===== src/rtl/seg7_pkg.sv =====
// Shared constants for the active-low seven-segment display bus: segment bit
// positions, the hex glyph set and a pattern decoder.
package seg7_pkg;

    localparam int SEG_A = 0;
    localparam int SEG_B = 1;
    localparam int SEG_C = 2;
    localparam int SEG_D = 3;
    localparam int SEG_E = 4;
    localparam int SEG_F = 5;
    localparam int SEG_G = 6;

    // Active-high patterns, bit SEG_A in position 0.
    localparam logic [6:0] GLYPH_0 = 7'h3F;
    localparam logic [6:0] GLYPH_1 = 7'h06;
    localparam logic [6:0] GLYPH_2 = 7'h5B;
    localparam logic [6:0] GLYPH_3 = 7'h4F;
    localparam logic [6:0] GLYPH_4 = 7'h66;
    localparam logic [6:0] GLYPH_5 = 7'h6D;
    localparam logic [6:0] GLYPH_6 = 7'h7D;
    localparam logic [6:0] GLYPH_7 = 7'h07;
    localparam logic [6:0] GLYPH_8 = 7'h7F;
    localparam logic [6:0] GLYPH_9 = 7'h6F;
    localparam logic [6:0] GLYPH_A = 7'h77;
    localparam logic [6:0] GLYPH_B = 7'h7C;
    localparam logic [6:0] GLYPH_C = 7'h39;
    localparam logic [6:0] GLYPH_D = 7'h5E;
    localparam logic [6:0] GLYPH_E = 7'h79;
    localparam logic [6:0] GLYPH_F = 7'h71;

    localparam logic [6:0] SEG_BLANK = 7'h00;

    // Entry i is the glyph for hex value i.
    localparam logic [15:0][6:0] GLYPH_TABLE = {
        GLYPH_F, GLYPH_E, GLYPH_D, GLYPH_C,
        GLYPH_B, GLYPH_A, GLYPH_9, GLYPH_8,
        GLYPH_7, GLYPH_6, GLYPH_5, GLYPH_4,
        GLYPH_3, GLYPH_2, GLYPH_1, GLYPH_0
    };

    typedef struct packed {
        logic       legal;
        logic       blank;
        logic [3:0] val;
    } glyph_info_t;

    function automatic glyph_info_t seg7_decode(input logic [6:0] pattern);
        glyph_info_t info;
        info       = '0;
        info.blank = (pattern == SEG_BLANK);
        for (int i = 0; i < 16; i++) begin
            if (pattern == GLYPH_TABLE[i]) begin
                info.legal = 1'b1;
                info.val   = 4'(i);
            end
        end
        return info;
    endfunction

endpackage


===== src/rtl/seg7_glyph_decode.sv =====
// Combinational decode of one active-high segment pattern to its hex value,
// flagging blank and illegal patterns.
module seg7_glyph_decode
    import seg7_pkg::*;
(
    input  logic [6:0] pattern,
    output logic       legal,
    output logic       blank,
    output logic [3:0] val
);

    glyph_info_t info;

    always_comb begin
        info  = seg7_decode(pattern);
        legal = info.legal;
        blank = info.blank;
        val   = info.val;
    end

endmodule


===== src/rtl/seg7_scan_decoder.sv =====
// Receive side of the multiplexed seven-segment bus: tracks per-digit pattern
// stability, commits decoded digits and flags completed frames.
module seg7_scan_decoder
    import seg7_pkg::*;
#(
    parameter int DIGITS     = 4,
    parameter int STABLE_CNT = 3,
    parameter int CNT_W      = 3
) (
    input  logic                  clk,
    input  logic                  rst_n,
    input  logic [DIGITS-1:0]     an,
    input  logic [6:0]            seg,
    output logic [4*DIGITS-1:0]   digit_val,
    output logic [DIGITS-1:0]     digit_err,
    output logic [DIGITS-1:0]     digit_blank,
    output logic                  frame_valid,
    output logic                  an_conflict
);

    localparam int IDX_W = (DIGITS > 1) ? $clog2(DIGITS) : 1;
    localparam logic [CNT_W-1:0] STABLE = CNT_W'(STABLE_CNT);

    logic [DIGITS-1:0] lows;
    logic              one_low;
    logic              multi_low;
    logic [IDX_W-1:0]  sel;
    logic [6:0]        pattern;

    logic [6:0]        cand [DIGITS];
    logic [CNT_W-1:0]  cnt  [DIGITS];
    logic [DIGITS-1:0] fresh;

    logic [6:0]        cur_cand;
    logic [CNT_W-1:0]  cur_cnt;
    logic [CNT_W-1:0]  next_cnt;
    logic              match;
    logic              at_limit;
    logic              commit;
    logic [DIGITS-1:0] commit_mask;
    logic              frame_done;

    logic              g_legal;
    logic              g_blank;
    logic [3:0]        g_val;

    assign lows    = ~an;
    assign pattern = ~seg;

    // Clearing the lowest set bit leaves a nonzero value only if two or more anodes are low.
    always_comb begin
        multi_low = (lows & (lows - DIGITS'(1))) != '0;
        one_low   = (lows != '0) && !multi_low;
        sel       = '0;
        for (int i = 0; i < DIGITS; i++) begin
            if (lows[i]) begin
                sel = IDX_W'(i);
            end
        end
    end

    seg7_glyph_decode u_glyph_decode (
        .pattern (pattern),
        .legal   (g_legal),
        .blank   (g_blank),
        .val     (g_val)
    );

    // A saturated counter holding the same pattern must not re-commit.
    always_comb begin
        cur_cand    = cand[sel];
        cur_cnt     = cnt[sel];
        match       = (pattern == cur_cand);
        at_limit    = (cur_cnt == STABLE);
        next_cnt    = CNT_W'(1);
        if (match) begin
            next_cnt = at_limit ? cur_cnt : cur_cnt + CNT_W'(1);
        end
        commit      = one_low && !(match && at_limit) && (next_cnt == STABLE);
        commit_mask = '0;
        if (commit) begin
            commit_mask[sel] = 1'b1;
        end
        frame_done  = &fresh;
    end

    always_ff @(posedge clk or negedge rst_n) begin
        if (!rst_n) begin
            for (int i = 0; i < DIGITS; i++) begin
                cand[i] <= '0;
                cnt[i]  <= '0;
            end
        end else if (one_low) begin
            cand[sel] <= pattern;
            cnt[sel]  <= next_cnt;
        end
    end

    always_ff @(posedge clk or negedge rst_n) begin
        if (!rst_n) begin
            digit_val   <= '0;
            digit_err   <= '0;
            digit_blank <= '0;
        end else if (commit) begin
            if (g_legal) begin
                digit_val[4*int'(sel) +: 4] <= g_val;
                digit_err[sel]              <= 1'b0;
                digit_blank[sel]            <= 1'b0;
            end else if (g_blank) begin
                digit_val[4*int'(sel) +: 4] <= 4'h0;
                digit_err[sel]              <= 1'b0;
                digit_blank[sel]            <= 1'b1;
            end else begin
                digit_err[sel]              <= 1'b1;
                digit_blank[sel]            <= 1'b0;
            end
        end
    end

    // A commit landing on the clearing cycle starts the next frame's bookkeeping.
    always_ff @(posedge clk or negedge rst_n) begin
        if (!rst_n) begin
            fresh       <= '0;
            frame_valid <= 1'b0;
            an_conflict <= 1'b0;
        end else begin
            frame_valid <= frame_done;
            fresh       <= (frame_done ? '0 : fresh) | commit_mask;
            if (multi_low) begin
                an_conflict <= 1'b1;
            end
        end
    end

endmodule


===== config.mk =====
export PLATFORM = sky130hd
export DESIGN_NAME = seg7_scan_decoder
export DESIGN_NICKNAME = d
export VERILOG_FILES = /design/src/rtl/seg7_pkg.sv /design/src/rtl/seg7_glyph_decode.sv /design/src/rtl/seg7_scan_decoder.sv
export SDC_FILE = /design/constraint.sdc
export NUM_CORES = 1
export LEC_CHECK = 0
export ABC_CLOCK_PERIOD_IN_PS = 3800
export CORE_ASPECT_RATIO = 1.75
export CORE_UTILIZATION = 45
export DETAILED_ROUTE_END_ITERATION = 8
export GPL_ROUTABILITY_DRIVEN = 0
export HOLD_SLACK_MARGIN = 0.15
export PLACE_DENSITY = 0.66
export SYNTH_ARGS = -nofsm -noshare
export SYNTH_HDL_FRONTEND = slang
export SYNTH_SLANG_ARGS = --single-unit

===== constraint.sdc =====
create_clock -name clk -period 3.8 [get_ports clk]
set_clock_uncertainty 0.15 [all_clocks]
set_input_delay 1.14 -clock clk [delete_from_list [all_inputs] [get_ports clk]]
set_output_delay 1.14 -clock clk [all_outputs]
set_load 0.01 [all_outputs]

# [Word level (Yosys, flattened, before mapping)]
# Cells that the tools add are included.
[totals] out_inout_bits=26 n_memories=0 word_cells=127 romBits=0 mem_bits_rw=0 latch_bits=0 regBits=70
[classes] multipliers=0 n_div=0 add_sub_neg=3 n_shift=3 muxes=60 reduce_logical=14 eq_ne=19 order_cmp=4 bitwise=10
[ops] op="$eq A7 B7 Y1 const B" n=12
[ops] op="$mux W4" n=14
[ops] op="$neg A4 Y33" n=1
[ops] op="$shift A4 B33 Y16 const A" n=1
[ops] op="$shiftx A4 B33 Y16" n=1
[ops] op="$shiftx A4 B33 Y16 const A" n=1
[ops] op="$bwmux W16" n=2
[ops] op="$mux W16" n=2
[ops] op="$bwmux W28" n=1
[ops] op="$mux W3" n=9
[ops] op="$mux W7" n=3
[ops] op="$mux W1" n=19
[ops] op="$bmux W7 S2" n=1
[ops] op="$demux W7 S2" n=1
[ops] op="$eq A7 B3 Y1 const B" n=2
[ops] op="$eq A7 B6 Y1 const B" n=2
[ops] op="$and A4 B4 Y4" n=3
[ops] op="$bwmux W12" n=1
[ops] op="$or A4 B4 Y4" n=3
[ops] op="$mux W2" n=4
[ops] op="$not A4 Y4" n=2
[ops] op="$reduce_bool A4 Y1" n=2
[ops] op="$eq A7 B7 Y1" n=1
[ops] op="$logic_not A7 Y1" n=1
[ops] op="17 further kinds" n=24

# [Depth between registers and ports, before layout]
# Gate-level depths: netlist of the first run.
[depth] ltp_word=20 ltp_mapped=13 mapped_depth_nobuf=10

# [Modules after synthesis]
# A second synthesis of the first run with hierarchy kept.
[unflattened] hier_cells=422 area_unflattened_um2=4124.0
[modules_own_cells] mod="seg7_scan_decoder" n_inst=1 area_per_inst_um2=3712.3 cells_per_inst=361 seq_area_each_um2=1751.7
[modules_own_cells] mod="seg7_glyph_decode" n_inst=1 area_per_inst_um2=411.6 cells_per_inst=61 seq_area_each_um2=0.0

# [Least setup slack after synthesis of the first run]
# No wires, ideal clock.
[synth_path] path_type="input port to flip-flop" start="input an[3]" end="register digit_val[3]" setup_slack_ns=-0.011 setup_ns=0.125 arrival_time_ns=3.536 n_path_buf=2 required_time_ns=3.525 path_stages=10 path_cell_list="buf_4 -> clkbuf_1 -> mux2_2 -> ha_1 -> xnor2_1 -> nand2b_1 -> a211oi_1 -> nand4b_1 -> a2111oi_4 -> mux2_4"
[synth_between] elab_chain_len=12
[synth_rtl] item="from (decl)" line_no="seg7_scan_decoder.sv:12" rtl="input logic [DIGITS-1:0] an,"
[synth_rtl] item="$not A4 Y4 (*)" line_no="seg7_scan_decoder.sv:47" rtl="assign lows = ~an;"
[synth_rtl] item="$mux W2" line_no="seg7_scan_decoder.sv:56" rtl="if (lows[i]) begin"
[synth_rtl] item="$not A2 Y3 (not written as such)" line_no="seg7_scan_decoder.sv:71, seg7_scan_decoder.sv:72"
[synth_rtl] item="$bmux W3 S2 or $bmux W7 S2 (tied branches)" line_no="seg7_scan_decoder.sv:72, seg7_scan_decoder.sv:71"
[synth_rtl] item="$mux W3 (not written as such) or $mux W7 (tied branches) (2 in series)" line_no="seg7_scan_decoder.sv:72, seg7_scan_decoder.sv:71"
[synth_rtl] item="$add A3 B1 Y3 (tied with other cells)" line_no="seg7_scan_decoder.sv:77" rtl="next_cnt = at_limit ? cur_cnt : cur_cnt + CNT_W'(1);"
[synth_rtl] item="$mux W3 or $logic_and A1 B1 Y1 (tied branches)" line_no="seg7_scan_decoder.sv:77, seg7_scan_decoder.sv:79"
[synth_rtl] item="$mux W3 or $logic_not A1 Y1 (tied branches)" line_no="seg7_scan_decoder.sv:76, seg7_scan_decoder.sv:79"
[synth_rtl] item="$eq A3 B2 Y1 or $logic_and A1 B1 Y1 (tied branches)" line_no="seg7_scan_decoder.sv:79" rtl="commit = one_low && !(match && at_limit) && (next_cnt == STABLE);"
[synth_rtl] item="$logic_and A1 B1 Y1" line_no="seg7_scan_decoder.sv:79"
[synth_rtl] item="$reduce_and A2 Y1 (no source line)"
[synth_rtl] item="to (signal, indexed assignment)" line_no="seg7_scan_decoder.sv:106" rtl="digit_val[4*int'(sel) +: 4] <= g_val;"
[synth_rtl] item="to (decl)" line_no="seg7_scan_decoder.sv:14" rtl="output logic [4*DIGITS-1:0] digit_val,"
# Every way passes the cells marked *; elsewhere a longest branch is shown, timed or not. The select of a mux whose other input is x is not followed.
# A chain may end at the register's enable or synchronous reset.

# [Worst setup path after layout of the first run]
[layout_path] start="input seg[3]" end="register digit_val[3]"
[layout_between] elab_chain_len=20
[layout_rtl] item="from (decl)" line_no="seg7_scan_decoder.sv:13" rtl="input logic [6:0] seg,"
[layout_rtl] item="$not A7 Y7 (*)" line_no="seg7_scan_decoder.sv:48" rtl="assign pattern = ~seg;"
[layout_rtl] item="$eq A7 B3 Y1 or $eq A7 B6 Y1 (tied branches)" line_no="seg7_pkg.sv:52" rtl="if (pattern == GLYPH_TABLE[i]) begin"
[layout_rtl] item="$mux W1" line_no="seg7_pkg.sv:52"
[layout_rtl] item="$mux W2 or $mux W1 (tied branches) (2 in series)" line_no="seg7_pkg.sv:52"
[layout_rtl] item="$mux W3 or $mux W1 (tied branches) (4 in series)" line_no="seg7_pkg.sv:52"
[layout_rtl] item="$mux W4 or $mux W1 (tied branches) (8 in series)" line_no="seg7_pkg.sv:52"
[layout_rtl] item="$shiftx A4 B33 Y16 or $mux W1 (tied branches)" line_no="seg7_scan_decoder.sv:106, seg7_pkg.sv:52"
[layout_rtl] item="$bwmux W16 or $reduce_bool A2 Y1 (tied branches)"
[layout_rtl] item="$mux W16 or $reduce_and A2 Y1 (tied branches)"
# Every way passes the cells marked *; elsewhere a longest branch is shown, timed or not.

==> impl_metrics.env, run 1 <==
export IMPL_yosysSeqAreaShare=0.456
export IMPL_critPathMaxFanout=5
export IMPL_hold_buffers=0
export IMPL_synth_area_leader_cell="dfrtp_1"
export IMPL_status="finished, final reports clean"
export IMPL_clockRootBuffer="clkbuf_16"
export IMPL_placed_cells=593
export IMPL_tightest_slew_ns=0.940
export IMPL_fin_total_pwr_mw=2.17
export IMPL_vias_per_cell=5.21
export IMPL_dieArea_um2=8930
export IMPL_critical_path_class="input port to flop"
export IMPL_ys_flop_type="dfrtp_1"
export IMPL_dr_pass1_iters=6
export IMPL_portBuffers=38
export IMPL_setup_viol=0
export IMPL_synth_area_um2=3840
export IMPL_hold_path_class="flop to flop"
export IMPL_cp_common_cell="buf_4"
export IMPL_max_freq_mhz=281
export IMPL_mostFrequentLayoutCells="dfrtp_1 (70), nand2_1 (62), buf_4 (60)"
export IMPL_dpl_worst_slack_ns=-0.484
export IMPL_r2r_start="cnt[7]"
export IMPL_cp_endpoint="digit_val[3]"
export IMPL_vias=3170
export IMPL_grt_util_all_layers=0.227
export IMPL_crit_reg2reg_capture="digit_val[3]"
export IMPL_netlist_area_leader_share=0.456
export IMPL_crit_start="seg[3]"
export IMPL_die_w_um=71.9
export IMPL_synthTopCellsByArea="dfrtp_1 (46%), nand2_1 (6.1%), xnor2_1 (5.5%)"
export IMPL_cts_sinks=70
export IMPL_synth_edf_count=0
export IMPL_pin_count=39
export IMPL_die_h_um=124
export IMPL_path_clk_slew_ns=0.06
export IMPL_syn_nets=422
export IMPL_postCtsSetupBuffers=0
export IMPL_rsz0062_at_grt="no"
export IMPL_cts_inserted_buffers=9
export IMPL_antenna_found_initial=0
export IMPL_num_antenna_cells=0
export IMPL_post_drt_wl_per_cell_um=15.0
export IMPL_fin_util=0.609
export IMPL_drtAntennaViolNets=0
export IMPL_min_period_ns=3.55
export IMPL_required_ns=3.86
export IMPL_stdcell_count=609
export IMPL_grt_pass1_wl_mm=15.5
export IMPL_final_area_um2=5060
export IMPL_ys_warn_count=0
export IMPL_cellPowerDensity_nw_per_um2=430
export IMPL_synth_area_per_cell_um2=9.58
export IMPL_initial_core_util=0.462
export IMPL_ys_ff_latch=70
export IMPL_drive_gt1_frac=0.219
export IMPL_gr_total_overflow=0
export IMPL_htree_levels=3
export IMPL_synthArstFlopShare=1.00
export IMPL_core_um2=8310
export IMPL_worstSetupEndpointType="flop"
export IMPL_final_common_cell="dfrtp_1"
export IMPL_hpwlAfterDp_mm=6.98
export IMPL_rrSetupSlack_ns=1.05
export IMPL_critPathMaxStageDelay_ns=0.50
export IMPL_hold_violations=0
export IMPL_crit_chain="clkdlybuf4s50_1 -> buf_4 -> nor2_1 -> nand2_1 -> a2111oi_2 -> buf_4 -> nor4_2 -> a2111oi_4 -> mux2_4"
export IMPL_drt_iter0_drc=228
export IMPL_slew_headroom=0.374
export IMPL_finalWorstSetupSlack_ns=0.245
export IMPL_finalCritPeriodShare=0.935
export IMPL_start_kind="input port"
export IMPL_clock_latency_ns=0.33
export IMPL_layout_nets=510
export IMPL_reg2reg_depth=11
export IMPL_wl_mm=9.15
export IMPL_area_delta_synth_final_pct=31.7
export IMPL_place_area_um2=4740
export IMPL_maxCapViolCount=0
export IMPL_grt_max_degree=44
export IMPL_leakage_nw=2.33
export IMPL_drc_errors=0
export IMPL_cts_tree="yes"
export IMPL_synth_cell_types=55
export IMPL_rows=44
export IMPL_ir_worst_vdd_v=0.000295
export IMPL_cts_buffer_depth=2
export IMPL_synthCells=401
export IMPL_grt_pass1_vias=3313
export IMPL_cp_data_arrival_time_ns=3.62
export IMPL_slew_violations=0
export IMPL_slowest_stage="clkdlybuf4s50_1"
[synth_stat cells, types with 2 or more instances]
cell	count
nor2_1	11
mux2i_1	11
inv_1	28
nand3_1	10
buf_6	2
and4b_1	3
o21ai_0	41
a2111oi_2	3
dfrtp_1	70
nor2b_1	3
buf_2	11
nand2_1	62
nor3b_1	2
nor3_1	9
nand4_1	3
mux2_2	13
xnor2_1	24
or3_1	3
ha_1	8
o22ai_1	25
a21oi_1	8
o221ai_1	2
a2111oi_4	2
nand2b_1	6
clkbuf_1	9
nor4b_1	2
nand4b_1	2
[layer usage]
| metal | global-route usage | part of all wire | up-vias |
|---|---|---|---|
| li1 | - | - | 1575 |
| met1 | 0.238 | 0.38 | 1496 |
| met2 | 0.406 | 0.54 | 71 |
| met3 | 0.0430 | 0.026 | 28 |
| met4 | 0.134 | 0.047 | 0 |
| met5 | 0 | 0 | - |
[worst max-delay path, delay by kind of cell]
family | cells | cell delay (ns)
AO/OA/AOI/OAI | 2 | 0.90
buffers and inverters | 3 | 0.88
multiplexers | 1 | 0.33
AND/OR/NAND/NOR | 3 | 0.36
[report_power, final]
group          leakage [nW]  total [mW]  internal (mW)  switching, mW
combinational          1.34       0.433          0.211          0.221
sequential            0.849       0.896          0.840         0.0559
clock                 0.142       0.846          0.526          0.320
[area by class of cell]
type / instances / area, um2
Timing Repair Buffer: 102 / 901
Clock buffer: 11 / 243
Inverter: 28 / 105
Multi-Input combinational cell: 278 / 1860
Clock inverter: 5 / 58.8
Sequential cell: 70 / 1750
Fill cell: 753 / 3250
Tap cell: 115 / 144
[worst min path at each step]
stage               slack (ns)  cells past startpoint           to        start
floorplan                 0.30                      2       cnt[1]       cnt[1]
global placement          0.29                      1  an_conflict  an_conflict
detailed placement        0.30                      1  an_conflict  an_conflict
CTS                       0.31                      1  an_conflict  an_conflict
global route              0.32                      1  an_conflict  an_conflict
finish                    0.31                      1  an_conflict  an_conflict
[metrics by stage]
stage | hold slack [ns] | TNS (ns)
2_1_floorplan | 0.296 | 0
3_3_place_gp | 0.293 | -10.45
5_1_grt | 0.323 | 0
4_1_cts | 0.310 | 0
6_report | 0.305 | 0
3_5_place_dp | 0.297 | -13.32
[cell families after synthesis]
family / synth area share
AOI/OAI and AO/OA: 0.165
xor gates and xnor gates: 0.0547
adders and majority gates: 0.0287
buffers and inverters: 0.0645
DFF: 0.456
muxes: 0.0707
and+or+nand+nor: 0.161
[what timing repair did]
| item | in CTS | in global routing |
|---|---|---|
| pin swaps | 0 | 1 |
| endpoints found under the setup margin | 25 | 25 |
| gates resized for setup | 5 | 4 |
No activity file was read; power rests on OpenSTA's default activity.
==> run 2: changes to the inputs <==
--- a/config.mk
+++ b/config.mk
@@ -7,11 +7,11 @@
 export LEC_CHECK = 0
 export ABC_CLOCK_PERIOD_IN_PS = 3800
 export CORE_ASPECT_RATIO = 1.75
-export CORE_UTILIZATION = 45
+export CORE_UTILIZATION = 50
 export DETAILED_ROUTE_END_ITERATION = 8
+export DONT_BUFFER_PORTS = 1
 export GPL_ROUTABILITY_DRIVEN = 0
 export HOLD_SLACK_MARGIN = 0.15
-export PLACE_DENSITY = 0.66
 export SYNTH_ARGS = -nofsm -noshare
 export SYNTH_HDL_FRONTEND = slang
 export SYNTH_SLANG_ARGS = --single-unit
==> impl_metrics.env, run 2 (synthesis gave the netlist of run 1 again) <==
export IMPL_status="finished, final reports clean"
export IMPL_clkPwrFrac=0.463
export IMPL_hold_path_class="flop to flop"
export IMPL_p_comb_frac=0.136
export IMPL_seq_power_share=0.401
export IMPL_start_kind="input port"
export IMPL_hold_buffers=0
export IMPL_cellPowerDensity_nw_per_um2=525
export IMPL_required_ns=3.87
export IMPL_cts_buffer_depth=2
export IMPL_ir_worst_vdd_v=0.000343
export IMPL_die_w_um=68.3
export IMPL_leakage_nw=1.91
export IMPL_vias=2813
export IMPL_vias_per_cell=5.75
export IMPL_critPathMaxFanout=16
export IMPL_dr_pass1_iters=4
export IMPL_cts_resized=0
export IMPL_fill_cells=682
export IMPL_crit_chain="mux2i_1 -> a21oi_1 -> mux2_2 -> ha_1 -> xnor2_1 -> nand2b_1 -> a211oi_1 -> nand4b_1 -> a2111oi_4 -> mux2_4"
export IMPL_die_h_um=118
export IMPL_gr_total_overflow=0
export IMPL_rsz0062_at_grt="no"
export IMPL_cts_tree="yes"
export IMPL_drt_iter0_drc=129
export IMPL_cts_inserted_buffers=9
export IMPL_grt_pass1_wl_mm=13.7
export IMPL_area_delta_synth_final_pct=10.6
export IMPL_finalCritPeriodShare=0.903
export IMPL_mostFrequentLayoutCells="dfrtp_1 (70), nand2_1 (62), o21ai_0 (41)"
export IMPL_tightest_slew_ns=0.781
export IMPL_critPathMaxStageDelay_ns=0.36
export IMPL_grt_util_all_layers=0.232
export IMPL_initial_core_util=0.511
export IMPL_max_freq_mhz=292
export IMPL_rows=42
export IMPL_clock_latency_ns=0.33
export IMPL_dieArea_um2=8050
export IMPL_pin_count=39
export IMPL_drc_errors=0
export IMPL_hold_violations=0
export IMPL_htree_levels=3
export IMPL_clockRootBuffer="clkbuf_16"
export IMPL_wl_mm=8.35
export IMPL_grt_max_degree=71
export IMPL_slew_headroom=0.475
export IMPL_critical_path_class="input port to flop"
export IMPL_path_clk_slew_ns=0.05
export IMPL_num_antenna_cells=0
export IMPL_drtAntennaViolNets=0
export IMPL_layout_nets=417
export IMPL_portBuffers=0
export IMPL_swShare=0.236
export IMPL_final_area_um2=4250
export IMPL_maxCapViolCount=0
export IMPL_antenna_found_initial=0
export IMPL_slew_violations=0
export IMPL_setup_viol=0
export IMPL_fin_tns_setup_ns=0
export IMPL_hpwlAfterDp_mm=6.02
export IMPL_core_um2=7510
export IMPL_final_common_cell="dfrtp_1"
export IMPL_cp_data_arrival_time_ns=3.49
export IMPL_min_period_ns=3.43
export IMPL_worstSetupEndpointType="flop"
export IMPL_intPower_mw=1.71
export IMPL_grt_pass1_vias=2845
export IMPL_place_area_um2=3880
export IMPL_p_sw_uw=526
export IMPL_postCtsSetupBuffers=0
export IMPL_cts_sinks=70
export IMPL_drive_gt1_frac=0.122
export IMPL_slowest_stage="a2111oi_4"
export IMPL_post_drt_wl_per_cell_um=17.1
-- run 2: path summary, 6_finish.rpt --
kind / startpoint / endpoint / slack [ns] / depth (start not counted)
worst min-delay path: cand[25] / cand[25] / 0.33 / 2
max in group asynchronous: rst_n / cand[14] / 3.05 / 0
worst max-delay path: an[1] / digit_val[3] / 0.37 / 10
min in group asynchronous: rst_n / cnt[7] / 0.35 / 0
worst min register to register: cand[25] / cand[25] / 0.33 / 2
worst max register to register: cnt[7] / digit_val[3] / 0.82 / 10
-- run 2: power groups by stage --
stage	clock, mW	combinational [mW]	sequential (mW)
after floorplan	0	0.275	0.895
after global placement	0	0.298	0.904
after detailed placement	0	0.305	0.908
after CTS	1.05	0.306	0.895
after global routing	1.08	0.344	0.908
final	1.03	0.303	0.895
-- run 2: final cells by class --
| class | count | area, um2 | area share |
|---|---|---|---|
| clock buffers | 10 | 239 | 0.0562 |
| repair buffers | 9 | 67.6 | 0.0159 |
| flip-flops and latches | 70 | 1750 | 0.412 |
| clock inverters | 6 | 133 | 0.0312 |
| multi-input cells | 278 | 1840 | 0.434 |
| well taps | 88 | 110 | 0.0259 |
| inverters | 28 | 105 | 0.0247 |
-- run 2: stage by stage --
stage          cells  hold slack, ns  utilization  power, mW  setup slack, ns
4_1_cts          489           0.332        0.565       2.25            0.364
5_1_grt          489           0.336        0.565       2.33            0.196
3_5_place_dp     473           0.318        0.516       1.21           0.0402
3_3_place_gp     473           0.309        0.516       1.20           0.0866
6_report         489           0.326        0.565       2.23            0.370
2_1_floorplan    401           0.296            -       1.17         0.000587
-- run 2: critical path: cells and delay by family --
kind            cells  cell delay [ns]
mux                 3             0.77
simple gates        2             0.42
xor+xnor            1             0.17
fa+ha+maj           1             0.26
compound gates      3             0.75
-- run 2: layer usage --
layer  routed length, um  track usage  vias up
met4                 289        0.126        0
li1                    -            -     1385
met5                   0            0        -
met3                 248       0.0523       18
met1                3340        0.253     1347
met2                4470        0.393       63
==> run 3: changes to the inputs <==
--- a/config.mk
+++ b/config.mk
@@ -9,9 +9,9 @@
 export CORE_ASPECT_RATIO = 1.75
 export CORE_UTILIZATION = 50
 export DETAILED_ROUTE_END_ITERATION = 8
-export DONT_BUFFER_PORTS = 1
 export GPL_ROUTABILITY_DRIVEN = 0
 export HOLD_SLACK_MARGIN = 0.15
+export PLACE_DENSITY = 0.72
 export SYNTH_ARGS = -nofsm -noshare
 export SYNTH_HDL_FRONTEND = slang
 export SYNTH_SLANG_ARGS = --single-unit
==> constraint.sdc (replaced) <==
create_clock -name clk -period 3.8 [get_ports clk]
set_clock_uncertainty 0.15 [all_clocks]
set_input_delay 0.76 -clock clk [delete_from_list [all_inputs] [get_ports clk]]
set_output_delay 0.76 -clock clk [all_outputs]
set_load 0.01 [all_outputs]
==> impl_metrics.env, run 3 (synthesis gave the netlist of run 1 again) <==
export IMPL_dr_wl_met3_um=211
export IMPL_grt_pass1_vias=3134
export IMPL_fill_cells=664
export IMPL_leakage_nw=2.18
export IMPL_hold_path_class="flop to flop"
export IMPL_layout_nets=485
export IMPL_worstSetupEndpointType="flop"
export IMPL_grt_util_all_layers=0.249
export IMPL_setup_viol=0
export IMPL_min_period_ns=3.55
export IMPL_cts_sinks=70
export IMPL_required_ns=3.84
export IMPL_ir_worst_vdd_v=0.000328
export IMPL_rsz0062_at_grt="no"
export IMPL_max_freq_mhz=282
export IMPL_vias_per_cell=5.61
export IMPL_mostFrequentLayoutCells="dfrtp_1 (70), nand2_1 (62), o21ai_0 (41)"
export IMPL_core_um2=7510
export IMPL_tightest_slew_ns=0.736
export IMPL_num_antenna_cells=0
export IMPL_grt_max_degree=35
export IMPL_die_h_um=118
export IMPL_clock_latency_ns=0.33
export IMPL_antenna_found_initial=0
export IMPL_drc_errors=0
export IMPL_gr_total_overflow=0
export IMPL_dieArea_um2=8050
export IMPL_start_kind="input port"
export IMPL_htree_levels=3
export IMPL_cts_inserted_buffers=9
export IMPL_die_w_um=68.3
export IMPL_final_common_cell="dfrtp_1"
export IMPL_wl_mm=8.98
export IMPL_finalCritPeriodShare=0.934
export IMPL_cts_tree="yes"
export IMPL_postCtsSetupBuffers=0
export IMPL_critPathMaxFanout=4
export IMPL_hold_violations=0
export IMPL_routed_wl_met2_mm=5.00
export IMPL_post_drt_wl_per_cell_um=16.1
export IMPL_status="finished, final reports clean"
export IMPL_pin_count=39
export IMPL_drive_gt1_frac=0.166
export IMPL_dr_pass1_iters=4
export IMPL_vias=3125
export IMPL_clockRootBuffer="clkbuf_16"
export IMPL_maxCapViolCount=0
export IMPL_portBuffers=38
export IMPL_cts_buffer_depth=2
export IMPL_rows=42
export IMPL_cp_data_arrival_time_ns=3.59
export IMPL_slew_headroom=0.505
export IMPL_top_layer="met4"
export IMPL_wl_met1_mm=3.40
export IMPL_area_delta_synth_final_pct=24.5
export IMPL_hpwlAfterDp_mm=6.75
export IMPL_drt_iter0_drc=116
export IMPL_slew_violations=0
export IMPL_path_clk_slew_ns=0.05
export IMPL_grt_pass1_wl_mm=14.8
export IMPL_critical_path_class="input port to flop"
export IMPL_initial_core_util=0.511
export IMPL_fin_util=0.636
export IMPL_fin_tns_setup_ns=0
export IMPL_drtAntennaViolNets=0
export IMPL_cellPowerDensity_nw_per_um2=443
run 3: layer usage:
metal,global-route usage,vias up
li1,-,1527
met1,0.256,1493
met2,0.444,74
met3,0.0455,31
met4,0.139,0
met5,0,-
run 3: timing repair:
action / 4_1_cts / 5_1_grt
resized for setup: 0 / 0
hold endpoints to repair: 3 / 0
hold buffers: 1 / 0
run 3: through the flow:
step                total power [mW]  cells  hold WS, ns  area [um2]  worst slack [ns]
floorplan                       1.17    401        0.296        3840             0.369
finish                          2.12    557        0.327        4780             0.249
detailed placement              1.30    540        0.317        4470           -0.0768
global placement                1.28    540        0.308        4470           -0.0158
CTS                             2.14    557        0.332        4780             0.260
global route                    2.22    557        0.351        4780            0.0476
run 3: worst max-delay path, stage by stage:
cell and delay, ns:
clkdlybuf4s50_1 0.63, mux2i_1 0.22, a21oi_1 0.08, mux2_2 0.28
ha_1 0.24, xnor2_1 0.16, nand2b_1 0.07, a211oi_1 0.28
nand4b_1 0.12, buf_4 0.18, a2111oi_2 0.29, buf_4 0.20
o22ai_1 0.07
run 3: power by group:
part,switching (mW),internal (mW)
clock network,0.291,0.540
logic,0.214,0.179
registers,0.0562,0.840
run 3: cell type report:
class | instances | area [um2] | share of cell area
Clock buffer | 12 | 256 | 0.0536
Inverter | 28 | 105 | 0.0220
Clock inverter | 4 | 45.0 | 0.00942
Tap cell | 88 | 110 | 0.0230
Multi-Input combinational cell | 278 | 1840 | 0.385
Timing Repair Buffer | 77 | 671 | 0.140
Sequential cell | 70 | 1750 | 0.366
run 3: worst paths after layout:
path / endpoint / cells past startpoint / slack (ns) / from
worst max-delay path: digit_val[4] / 13 / 0.25 / an[1]
worst min-delay path: cand[18] / 2 / 0.33 / cand[18]
worst max register to register: digit_val[4] / 12 / 1.02 / cnt[7]
worst min register to register: cand[18] / 2 / 0.33 / cand[18]
max in group asynchronous: cand[24] / 3 / 2.25 / rst_n
min in group asynchronous: async pin / 2 / 0.62 / rst_n
==> RTL edit 1 (flow settings as in run 1) <==
Make the reset (`rst_n`) synchronous in 3 clocked blocks.
--- a/src/rtl/seg7_scan_decoder.sv
+++ b/src/rtl/seg7_scan_decoder.sv
@@ -86,3 +86,3 @@
 
-    always_ff @(posedge clk or negedge rst_n) begin
+    always_ff @(posedge clk) begin
         if (!rst_n) begin
@@ -98,3 +98,3 @@
 
-    always_ff @(posedge clk or negedge rst_n) begin
+    always_ff @(posedge clk) begin
         if (!rst_n) begin
@@ -120,3 +120,3 @@
     // A commit landing on the clearing cycle starts the next frame's bookkeeping.
-    always_ff @(posedge clk or negedge rst_n) begin
+    always_ff @(posedge clk) begin
         if (!rst_n) begin
Function: differs if rst_n is asserted again (counterexample within 4 cycles, from zero or initial values and one cycle with rst_n low); with rst_n held inactive, the same outputs for 4 cycles.
==> RTL edit 1 against run 1 <==
  * Routed wire length grew 7.4%
  * Area after synthesis up 0.13%
  * Sequential cell count stayed put
  * Design area is 2.4% lower
  * Highest routed layer unchanged
  * Register-to-register slack lost 40 ps
  * Total power fell by 13%
  * Worst setup slack lost 13 ps
  * Combinational power fell by 43%
  * Largest cell class unchanged
==> RTL edit 1: results (changes against run 1) <==
placement:
  dpl_worst_slack_ps: -379  # was -484 ps
  dp.cells: 565  # was 593
  dp_hpwl_um: 7210  # was 6980 um
setup_path:
  crit_start: "an[1]"  # was seg[3]
  cp.arrival_ps: 3640  # was 3620 ps
  r2r_cells: 12  # was 11
  endpoint: "digit_val[13]$_SDFFE_PN0P_"  # was digit_val[3]$_DFFE_PN0P_
global_routing:
  grt_usage_pct: 24.1  # was 22.7%
  grt_max_degree: 24  # was 44
cells_and_area:
  fillers: 709  # was 753
pwr:
  intPower_mw: 1.42  # was 1.58 mW
  irDropWorstVdd_v: 0.000332  # was 0.000295 V
  power.leakage_nw: 1.98  # was 2.33 nW
timing:
  worst_slew_pin_slew_ps: 496  # was 940 ps
  fin_crit_ps: 3570  # was 3550 ps
routing:
  drt_iter0_markers: 201  # was 228
  wl_per_cell_um: 16.9  # was 15.0 um
  drt_pre_antenna_iters: 5  # was 6
synth:
  synth_edf_count: 40  # was 0
  syn_area_per_cell_um2: 9.79  # was 9.58 um2
  ys_top_cells_by_area: "edfxtp_1, dfxtp_1, mux2i_1"  # was dfrtp_1, nand2_1, xnor2_1
  synth-async-reset-ratio_pct: 0  # was 100%
  synthFlopType: "edfxtp_1"  # was dfrtp_1
run_status:
  status: "finished, final reports clean"  # unchanged
hold_path:
  hold_path_depth: 2  # was 1
==> RTL edit 1: cell types whose count changed after synthesis, moves of 15 or more <==
| cell | run 1 | this run |
|---|---|---|
| xnor2_1 | 24 | 3 |
| dfrtp_1 | 70 | 0 |
| mux2i_1 | 11 | 26 |
| nand2_1 | 62 | 44 |
| nor2_1 | 11 | 51 |
| edfxtp_1 | 0 | 40 |
| dfxtp_1 | 0 | 30 |
| o21ai_0 | 41 | 14 |
| o22ai_1 | 25 | 0 |
==> RTL edit 1: cells by family after synthesis <==
| group | Yosys count | synth area share, % |
|---|---|---|
| multiplexers | 27 | 7.06 |
| flip-flops | 70 | 46.8 |
| adder cells (fa/ha/maj) | 8 | 2.60 |
| AO/OA/AOI/OAI | 67 | 13.5 |
| XOR/XNOR | 10 | 2.28 |
| buffers and inverters | 43 | 5.11 |
| AND/OR/NAND/NOR | 168 | 22.6 |
==> RTL edit 1: layer usage <==
metal	GRT usage, %	vias to the layer above	wire length [um]
met3	3.48	24	317
met4	14.8	0	303
met2	43.0	78	5480
met1	26.0	1545	3720
li1	-	1552	-
met5	0	-	0
==> RTL edit 1: final cells by class <==
class / count / area (um2) / share of cell area [%]
Inverter: 15 / 56.3 / 1.14
Clock inverter: 3 / 16.3 / 0.329
Tap cell: 115 / 144 / 2.91
Timing Repair Buffer: 85 / 778 / 15.8
Sequential cell: 70 / 1800 / 36.5
Multi-Input combinational cell: 280 / 1880 / 38.0
Clock buffer: 13 / 265 / 5.37
==> RTL edit 1: critical path, cell delays in order <==
cell	delay (ps)
dlygate4sd2_1	270
mux2i_1	220
a21oi_1	80
mux2_2	300
ha_1	210
nor3b_1	150
a311oi_2	280
nor3b_2	210
nand4_1	160
nor2_4	160
buf_6	150
a31oi_2	140
o2bb2ai_1	160
==> RTL edit 1: power groups by stage <==
stage	clock [mW]	combinational, mW	sequential [mW]
2_1_floorplan	0	0.147	0.853
3_3_place_gp	0	0.235	0.855
3_5_place_dp	0	0.242	0.857
4_1_cts	0.806	0.245	0.841
5_1_grt	0.839	0.270	0.844
6_report	0.798	0.248	0.841
==> RTL edit 1: how the worst min path moves through the flow <==
stage	startpoint	to	slack, ps
final	fresh[3]$_SDFF_PN0_	fresh[3]$_SDFF_PN0_	310
after global routing	fresh[2]$_SDFF_PN0_	fresh[2]$_SDFF_PN0_	330
after CTS	digit_val[4]$_SDFFE_PN0P_	digit_val[4]$_SDFFE_PN0P_	310
after detailed placement	digit_val[9]$_SDFFE_PN0P_	digit_val[9]$_SDFFE_PN0P_	300
after global placement	fresh[1]$_SDFF_PN0_	fresh[1]$_SDFF_PN0_	300
after floorplan	fresh[2]$_SDFF_PN0_	fresh[2]$_SDFF_PN0_	290
==> RTL edit 2 (settings of run 1) <==
Without the edit above. Set the parameter `CNT_W` to 4 (it was 3).
--- a/src/rtl/seg7_scan_decoder.sv
+++ b/src/rtl/seg7_scan_decoder.sv
@@ -7,3 +7,3 @@
     parameter int STABLE_CNT = 3,
-    parameter int CNT_W      = 3
+    parameter int CNT_W      = 4
 ) (
Formal check against the unedited RTL: no difference found for any inputs over 4 cycles, from zero or initial values and one cycle with rst_n low; that may be too few to reach the edited logic, so the function may still have changed.
==> RTL edit 2 against run 1 <==
  * Sequential cell count is 4 higher
  * Area after synthesis is 5.8% higher
  * Worst setup slack worse by 110 ps
  * Routed wire length is 11% higher
  * Critical path type unchanged
  * Design area is 7.7% higher
  * Clock power is 7.3% higher
  * Core utilization is 1.6 points higher
  * Total power is 0.72% higher
==> RTL edit 2: results (changes against run 1) <==
synth:
  yosys-top-cells-count: "dfrtp_1, nand2_1, o21ai_0"  # unchanged
  synthAdderAreaFrac_pct: 2.46  # was 2.87%
  synth_compound_area_share_pct: 16.9  # was 16.5%
  ys_seq_area_share_pct: 45.6  # about the same
  synth_fp_nets: 441  # was 422
  synth-xor-area-share_pct: 2.59  # was 5.47%
  ys_types: 61  # was 55
  synth_mux_area_share_pct: 8.34  # was 7.07%
  ys_top_cells_by_area: "dfrtp_1, nand2_1, o21ai_0"  # was dfrtp_1, nand2_1, xnor2_1
  post_synth_inst_count: 420  # was 401
timing:
  hold-worst-slack_ps: 324  # was 305 ps
  fmax_mhz: 273  # was 281 MHz
  worst_slew_pin_slew_ps: 469  # was 940 ps
routing:
  drt_iter0_markers: 185  # was 228
  wl_met3_um: 282  # was 238 um
  met1Wirelength_um: 4130  # was 3510 um
  wl_per_cell_um: 15.9  # was 15.0 um
  drt_pre_antenna_iters: 5  # was 6
  via_count: 3436  # was 3170
  wl_met2_um: 5500  # was 4970 um
cells_and_area:
  n_antenna_cell: 0  # unchanged
  clock_area_share_pct: 5.87  # was 5.96%
  fillers: 732  # was 753
  layout.nets: 537  # was 510
  n_all_inverters: 13  # was 28
  clkbuf_count: 10  # was 11
  num-nonclk-buffers: 113  # was 102
  multi_input_area_share_pct: 39.1  # was 36.7%
  seq_cell_count: 74  # was 70
  drive_above_1_share_pct: 24.8  # was 21.9%
  multi_input_gates: 305  # was 278
  layout.nonclk_buf_share_pct: 17.5  # was 17.8%
  layout.cells.non_filler: 638  # was 609
global_routing:
  use_met3_pct: 4.01  # was 4.30%
  grt_first_pass_wirelength_um: 17000  # was 15500 um
  use_met2_pct: 42.8  # was 40.6%
  grt_pass1_vias: 3531  # was 3313
  grt_max_degree: 75  # was 44
  gr-usage-met1_pct: 26.9  # was 23.8%
  grt_usage_pct: 23.9  # was 22.7%
pwr:
  irDropWorstVdd_v: 0.000285  # was 0.000295 V
  power.leakage_nw: 2.50  # was 2.33 nW
setup_path:
  r2r_cells: 7  # was 11
  cp.arrival_ps: 3780  # was 3620 ps
  critPathSlowestCell: "or4_4"  # was clkdlybuf4s50_1
  r2r_setup_slack_ps: 870  # was 1050 ps
  r2r-start: "cnt[10]$_DFFE_PN0P_"  # was cnt[7]$_DFFE_PN0P_
  r2r-end: "digit_val[8]$_DFFE_PN0P_"  # was digit_val[3]$_DFFE_PN0P_
  crit_start: "an[1]"  # was seg[3]
hold_path:
  min_from: "fresh[3]$_DFF_PN0_"  # was an_conflict$_DFFE_PN0P_
  hold_path_depth: 2  # was 1
  whs_endpoint: "fresh[3]$_DFF_PN0_"  # was an_conflict$_DFFE_PN0P_
floorplanning:
  tapCellCount: 117  # was 115
run_status:
  status: "finished, final reports clean"  # unchanged
placement:
  postPlaceCellArea_mm2: 0.00513  # was 0.00474 mm2
  dpl_worst_slack_ps: -676  # was -484 ps
  dp.cells: 622  # was 593
  dp_hpwl_um: 7600  # was 6980 um
clocking:
  ctsResizeCount: 8  # was 5
-- RTL edit 2: cell count changes after synthesis, moves of 5 or more --
cell and delta:
o22ai_1 -21, a22o_1 +9, inv_1 -16, mux2_2 -5
nor2b_1 +8, buf_2 -7, mux2_1 +11, xnor2_1 -16
clkbuf_1 +12, or3_1 +5
-- RTL edit 2: power by group --
group          switching [mW]  internal, mW
Combinational           0.190         0.168
Sequential             0.0490         0.875
Clock                   0.333         0.576
Total                   0.571          1.62
-- RTL edit 2: critical path, delay by kind of cell --
family                 cells  cell delay [ps]
AOI/OAI and AO/OA          2              510
buffers and inverters      1              280
muxes                      2              550
and+or+nand+nor            3             1290
-- RTL edit 2: cell families (layout without fill, tap and decap cells) --
kind of cell | after synthesis | count (layout)
compound gates | 102 | 102
buf+inv | 41 | 142
flops | 74 | 74
mux | 31 | 31
xor+xnor | 12 | 12
fa+ha+maj | 8 | 8
simple gates | 152 | 152
